`src/rtl/contador_bcd_multi_if.sv`:
```
// Bus bundle for the multi-digit BCD counter.
// Controls are level/strobe signals, not a valid/ready handshake. While en is high, each
// clk edge takes one counting step. Each clk edge with load high is one load request. The
// counter accepts every request in the cycle it appears, and load_err flags a rejected load
// one cycle later.
interface contador_bcd_multi_if #(
    parameter int DIGITS = 2
);
    logic                  en;
    logic                  up;
    logic                  load;
    logic [4*DIGITS-1:0]   load_val;
    logic [4*DIGITS-1:0]   bcd;
    logic                  carry;
    logic                  zero;
    logic                  load_err;

    // Driver side: owns the controls and observes the count.
    modport master (
        output en, up, load, load_val,
        input  bcd, carry, zero, load_err
    );

    // Counter side: consumes the controls and produces the count and flags.
    modport slave (
        input  en, up, load, load_val,
        output bcd, carry, zero, load_err
    );
endinterface

```
`src/rtl/contador_bcd_multi.sv`:
```
// Multi-digit synchronous BCD up/down counter with a programmable limit, wrap or saturate
// at the ends of the range, and validated parallel load. carry marks the terminal step so
// that a downstream counter's enable can be chained to it.
module contador_bcd_multi #(
    parameter int                  DIGITS   = 2,
    parameter logic [4*DIGITS-1:0] LIMIT    = 8'h99,
    parameter bit                  SATURATE = 1'b0
) (
    input  logic                 clk,
    input  logic                 reset,
    contador_bcd_multi_if.slave  bus
);
    localparam int W = 4 * DIGITS;

    // True when every nibble of v is a decimal digit.
    function automatic logic is_bcd(input logic [W-1:0] v);
        logic ok;
        ok = 1'b1;
        for (int k = 0; k < DIGITS; k++) begin
            if (v[4*k +: 4] > 4'd9) ok = 1'b0;
        end
        return ok;
    endfunction

    if (!is_bcd(LIMIT) || LIMIT == '0) begin : g_bad_limit
        $error("contador_bcd_multi: LIMIT must be nonzero valid BCD");
    end

    logic [W-1:0] bcd_q;
    logic         load_err_q;
    logic [W-1:0] inc_val;
    logic [W-1:0] dec_val;
    logic         at_top;
    logic         at_zero;
    logic         load_ok;

    assign at_top  = (bcd_q == LIMIT);
    assign at_zero = (bcd_q == '0);
    // Ordering of BCD vectors matches ordering of their decimal values, so a plain compare works.
    assign load_ok = is_bcd(bus.load_val) && (bus.load_val <= LIMIT);

    // Decimal increment: ripple a carry from digit 0, rolling 9 -> 0.
    always_comb begin
        logic c;
        c       = 1'b1;
        inc_val = bcd_q;
        for (int k = 0; k < DIGITS; k++) begin
            if (c) begin
                if (bcd_q[4*k +: 4] == 4'd9) begin
                    inc_val[4*k +: 4] = 4'd0;
                end else begin
                    inc_val[4*k +: 4] = bcd_q[4*k +: 4] + 4'd1;
                    c = 1'b0;
                end
            end
        end
    end

    // Decimal decrement: ripple a borrow from digit 0, rolling 0 -> 9.
    always_comb begin
        logic b;
        b       = 1'b1;
        dec_val = bcd_q;
        for (int k = 0; k < DIGITS; k++) begin
            if (b) begin
                if (bcd_q[4*k +: 4] == 4'd0) begin
                    dec_val[4*k +: 4] = 4'd9;
                end else begin
                    dec_val[4*k +: 4] = bcd_q[4*k +: 4] - 4'd1;
                    b = 1'b0;
                end
            end
        end
    end

    // Count register: reset beats load, and load beats en. A rejected load holds the count and pulses load_err.
    always_ff @(posedge clk) begin
        if (reset) begin
            bcd_q      <= '0;
            load_err_q <= 1'b0;
        end else begin
            load_err_q <= 1'b0;
            if (bus.load) begin
                if (load_ok) bcd_q      <= bus.load_val;
                else         load_err_q <= 1'b1;
            end else if (bus.en) begin
                if (bus.up) begin
                    if (!at_top)        bcd_q <= inc_val;
                    else if (!SATURATE) bcd_q <= '0;
                end else begin
                    if (!at_zero)       bcd_q <= dec_val;
                    else if (!SATURATE) bcd_q <= LIMIT;
                end
            end
        end
    end

    assign bus.bcd      = bcd_q;
    assign bus.load_err = load_err_q;
    assign bus.zero     = at_zero;
    // Terminal-count flag in the same cycle as the wrapping (or held) step.
    assign bus.carry    = bus.en & ~bus.load & ~reset & (bus.up ? at_top : at_zero);
endmodule

```
`src/flat_wrapper.sv`:
```
// flat-port wrapper written by rule: the top's interface ports become plain ports
module contador_bcd_multi_flat 
#(
    parameter int                  DIGITS   = 2,
    parameter logic [4*DIGITS-1:0] LIMIT    = 8'h99,
    parameter bit                  SATURATE = 1'b0
)
  (clk, reset, bus_en, bus_up, bus_load, bus_load_val, bus_bcd, bus_carry, bus_zero, bus_load_err);
  contador_bcd_multi_if #(.DIGITS(DIGITS)) bus_i ();
  input  logic clk;
  input  logic reset;
  input wire logic [$bits(bus_i.en)-1:0] bus_en;
  input wire logic [$bits(bus_i.up)-1:0] bus_up;
  input wire logic [$bits(bus_i.load)-1:0] bus_load;
  input wire logic [$bits(bus_i.load_val)-1:0] bus_load_val;
  output wire logic [$bits(bus_i.bcd)-1:0] bus_bcd;
  output wire logic [$bits(bus_i.carry)-1:0] bus_carry;
  output wire logic [$bits(bus_i.zero)-1:0] bus_zero;
  output wire logic [$bits(bus_i.load_err)-1:0] bus_load_err;
  assign bus_i.en = bus_en;
  assign bus_i.up = bus_up;
  assign bus_i.load = bus_load;
  assign bus_i.load_val = bus_load_val;
  assign bus_bcd = bus_i.bcd;
  assign bus_carry = bus_i.carry;
  assign bus_zero = bus_i.zero;
  assign bus_load_err = bus_i.load_err;
  contador_bcd_multi #(.DIGITS(DIGITS), .LIMIT(LIMIT), .SATURATE(SATURATE)) u_core (.clk(clk), .reset(reset), .bus(bus_i));
endmodule
```
`config.mk`:
```
export PLATFORM = sky130hd
export DESIGN_NAME = contador_bcd_multi_flat
export DESIGN_NICKNAME = d
export VERILOG_FILES = /design/src/rtl/contador_bcd_multi_if.sv /design/src/rtl/contador_bcd_multi.sv /design/src/flat_wrapper.sv
export SDC_FILE = /design/constraint.sdc
export NUM_CORES = 1
export LEC_CHECK = 0
export ABC_AREA = 1
export BUFFER_PORTS_ARGS = -buffer_cell sky130_fd_sc_hd__buf_2
export CAP_MARGIN = 20
export CORE_ASPECT_RATIO = 0.8
export CORE_MARGIN = 2
export CORE_UTILIZATION = 56
export CTS_CLUSTER_DIAMETER = 200
export DETAILED_ROUTE_END_ITERATION = 8
export GPL_ROUTABILITY_DRIVEN = 0
export PLACE_DENSITY = 0.83
export SLEW_MARGIN = 40
export SYNTH_ARGS = -nofsm -noshare
export SYNTH_HDL_FRONTEND = slang
export SYNTH_SLANG_ARGS = --single-unit
```
`constraint.sdc`:
```
create_clock -name clk -period 3.11 [get_ports clk]
set_input_delay 0.311 -clock clk [delete_from_list [all_inputs] [get_ports clk]]
set_output_delay 0.311 -clock clk [all_outputs]
set_load 0.05 [all_outputs]
```
Word-level counts from Yosys, hierarchy flattened. Cells that the tools add are included.

Add/sub/neg operators: 4. $lt $le $gt $ge: 3. Equality and inequality tests: 5. Multiplexer cells: 18. Bitwise operators: 5. Reduce and logical (&&, ||, !) cells: 9.

Operators by type and width (count): 8-bit two-way mux (6); 4-bit two-way mux (6); 4-bit by 1-bit adder with 4-bit output, second input constant (2); 4-bit equality test, second input constant (2); 8-bit equality test, second input constant (1); 4-bit > comparator, second input constant (2); 8-bit <= comparator, second input constant (1); 4-bit zero test (2); 8-bit zero test (1); 4-bit by 1-bit subtractor with 4-bit output, second input constant (2); 1-bit two-way mux (6); 4-bit by 1-bit inequality test with 1-bit output, second input constant (1); 4-bit AND reduction (1); 4-bit nonzero test (1); 1-bit AND (3); 2-bit by 1-bit inequality test with 1-bit output, second input constant (1); 1-bit NOT (2); 2-bit AND reduction (1); 2-bit nonzero test (1); 2-bit OR reduction (1); 1-bit logical AND (1).

Flip-flop bits (word level): 9. Output and inout bits: 11. Word-level logic and storage cells: 47.

Longest topological paths before layout.
Depth in word-level cells: 7. Depth in mapped cells: 9. Mapped depth without buffers: 9.

Worst setup path after synthesis. No wires, ideal clock.

Path type: reg2out. Start: reg u_core.bcd_q[4], in the netlist u_core.bus.bcd[4]. End: out bus_carry. Arrival: 2.784 ns. Setup slack: 0.015 ns. Stages on the path, launching flop included: 5. Cells stage by stage: dfxtp_1 -> ha_1 -> nand3_1 -> and2_1 -> nor4_1.

Longest elaborated chain between the ends: 3.

RTL lines: start: declaration (RTL line contador_bcd_multi.sv:29) `logic [W-1:0] bcd_q;`; start signal: assignment (RTL line contador_bcd_multi.sv:84) `if (load_ok) bcd_q <= bus.load_val;`; start signal: assignment (RTL line contador_bcd_multi.sv:88) `if (!at_top) bcd_q <= inc_val;`; start signal: assignment (RTL line contador_bcd_multi.sv:91) `if (!at_zero) bcd_q <= dec_val;`; 8-bit equality test / 8-bit zero test (equally long branches) (RTL line contador_bcd_multi.sv:37, contador_bcd_multi.sv:38); 1-bit two-way mux * (RTL line contador_bcd_multi.sv:102) `assign bus.carry = bus.en & ~bus.load & ~reset & (bus.up ? at_top : at_zero);`; 1-bit AND * (RTL line contador_bcd_multi.sv:102); end: declaration (RTL line flat_wrapper.sv:17) `output wire logic [$bits(bus_i.carry)-1:0] bus_carry;`.

Every way passes the cells marked *; elsewhere a longest branch is shown, timed or not.

Final worst setup path.
Start: reg u_core.bcd_q[0], in the netlist u_core.bus.bcd[0]. End: out bus_carry.

The elaborated chain is that of the path after synthesis.

==> results.sh <==
export IMPL_status="complete, no violations"
export IMPL_clockBufferDepth=2
export IMPL_ff2ff_setup_slack_ns=1.47
export IMPL_dr_total_vias=959
export IMPL_cts_root_buf="clkbuf_4"
export IMPL_ios=24
export IMPL_cts_num_sinks=9
export IMPL_rows=13
export IMPL_syn_num_nets=162
export IMPL_stdcell_count=187
export IMPL_dieArea_um2=2090
export IMPL_hold_start="reset"
export IMPL_crit_path_start_kind="flop"
export IMPL_endpoint_kind="output port"
export IMPL_drt_iter0_drc=40
export IMPL_post_route_min_period_ns=2.16
export IMPL_layout_drive_gt1_share=0.333
export IMPL_startpoint="u_core.bus.bcd[0]"
export IMPL_track_usage=0.197
export IMPL_crit_slowest_cell="dfxtp_1"
export IMPL_worst_ep_arrival_time_ns=1.85
export IMPL_rsz0062_at_grt="no"
export IMPL_wire_per_inst_um=11.1
export IMPL_ys_warn_count=0
export IMPL_grt_pass1_vias=734
export IMPL_area_growth_pct=14.4
export IMPL_netlist_top_cells_area="dfxtp_1 19%, nand2_1 11%, ha_1 9.0%"
export IMPL_synth_distinct_cells=30
export IMPL_crit_type="flop to output port"
export IMPL_drt_pass1_iter_count=4
export IMPL_grt_ovfl_total=0
export IMPL_hold_path_class="input port to flop"
export IMPL_port_buffers=23
export IMPL_final_hold_viol_count=0
export IMPL_cts_resized_gates=0
export IMPL_grt_pass1_wl_um=3130
export IMPL_htreeDepth=1
export IMPL_avgSynthCellArea_um2=6.86
export IMPL_yosysTopAreaCell="dfxtp_1"
export IMPL_cellPowerDensity_nw_per_um2=422
export IMPL_critical_path_cell_chain="inv_1 -> ha_1 -> nand2_4 -> nand2_2 -> nand2_1 -> nor4_1 -> buf_2"
export IMPL_cap_violations=0
export IMPL_initial_core_util=0.598
export IMPL_synthCells=142
export IMPL_setup_violations=0
export IMPL_tritoncts="yes"
export IMPL_synth_top_area_share=0.185
export IMPL_ant_nets=0
export IMPL_core_um2=1630
export IMPL_r2r_start="u_core.bus.bcd[4]"
export IMPL_worst_slew_pin_slew_ns=0.339
export IMPL_vias_per_cell=5.13
export IMPL_grt_start_max_net_pins=12
export IMPL_antenna_found_initial=0
export IMPL_timing_fmax_ghz=0.463
export IMPL_cpPeakStageDelay_ns=0.38
export IMPL_die_width_um=50.6
export IMPL_layout_nets=186
export IMPL_routed_wl_um=2080
export IMPL_cts_hold_buf=0
export IMPL_p_leak_nw=0.549
export IMPL_ys_ff_latch=9
export IMPL_yosysSeqAreaShare=0.185
export IMPL_cts_buffers=3
export IMPL_dp_cells=183
export IMPL_irDropWorstVdd_v=0.000388
export IMPL_worst_skew_pair_late_latency_ns=0.25
export IMPL_crit_path_max_fanout=7
export IMPL_cts_setup_buffers=0
export IMPL_cp_required_ns=2.80
export IMPL_antenna_cells=0
export IMPL_dp_hpwl_um=1710
export IMPL_fin_setup_tns_ns=0
export IMPL_drc=0
export IMPL_period_share=0.694
export IMPL_final_common_cell="nand2_1"
export IMPL_dieHeight_um=41.3
export IMPL_slew_viol_final=0
export IMPL_synthesis_area_um2=973
export IMPL_skew_ns=0.00711
export IMPL_max_slew_margin=0.774
export IMPL_layout_common_cells="28 x nand2_1, 23 x buf_2, 12 x nand3_1, 12 x a21oi_1"
export IMPL_clkTransAtPathRegs_ns=0.06
[synthesized netlist by cell type, drive strengths merged]
cell type and number:
nand2 37, inv 19, a21oi 15, nor2 15, nand3 14, dfxtp 9
o21ai 8, ha 7, buf 4, o211ai 3, xor2 3, nand4 2
xnor2 2, and2 1, nor3 1, nor4 1, or2 1
[where the power goes]
| part | switching [mW] | internal [mW] |
|---|---|---|
| combinational | 0.156 | 0.0744 |
| clock | 0.0401 | 0.0493 |
| sequential | 0.0229 | 0.127 |
[cell type report]
class	count	area [um^2]
multi-input combinational	110	693
fill	149	513
sequential	9	180
timing repair buffer	23	115
inverter	19	71.3
tap	22	27.5
clock buffer	4	26.3
[layer usage]
layer  wire length (um)  share of wire  vias to the layer above  track usage
met4                  0              0                        0            0
met2                912           0.44                       23        0.342
li1                   -              -                      509            -
met3                 76          0.037                        0       0.0107
met5                  0              0                        -            0
met1               1090           0.52                      427        0.292
[sequential cells by signal (all words and copies together), names as in the netlist]
signal / flops
u_core.bus.load_err: 1
u_core.bus.bcd: 8
[through the flow]
step            util  hold slack [ns]  setup WS (ns)  power (mW)  area (um^2)
2_1_floorplan      -            0.373         0.0155       0.336          973
3_3_place_gp   0.668            0.502           1.31       0.378         1090
3_5_place_dp   0.668            0.506           1.22       0.383         1090
4_1_cts        0.685            0.302          0.943       0.471         1110
5_1_grt        0.685            0.306          0.851       0.500         1110
6_report       0.685            0.305          0.952       0.470         1110
[kinds of logic (layout without fill, tap and decap cells)]
kind of cell	after synthesis	in the layout	share of synthesized area
DFF	9	9	0.185
xor gates and xnor gates	5	5	0.0450
buffers and inverters	23	46	0.103
adders and majority gates	7	7	0.0900
and+or+nand+nor	72	72	0.409
AOI/OAI and AO/OA	26	26	0.168
[path summary, 6_finish.rpt]
kind	end	cells after the start
worst max-delay path	bus_carry	7
worst min-delay path	u_core.bus.bcd[7]	2
worst max register to register	u_core.bus.bcd[6]	9
worst min register to register	u_core.bus.bcd[1]	2
[critical path, delay by kind of cell (launching register included)]
kind | cells | cell delay (ns)
buffers and inverters | 2 | 0.49
and+or+nand+nor | 4 | 0.46
DFF | 1 | 0.38
adders and majority gates | 1 | 0.27
Note: power is estimated with default switching activity, not from simulation.
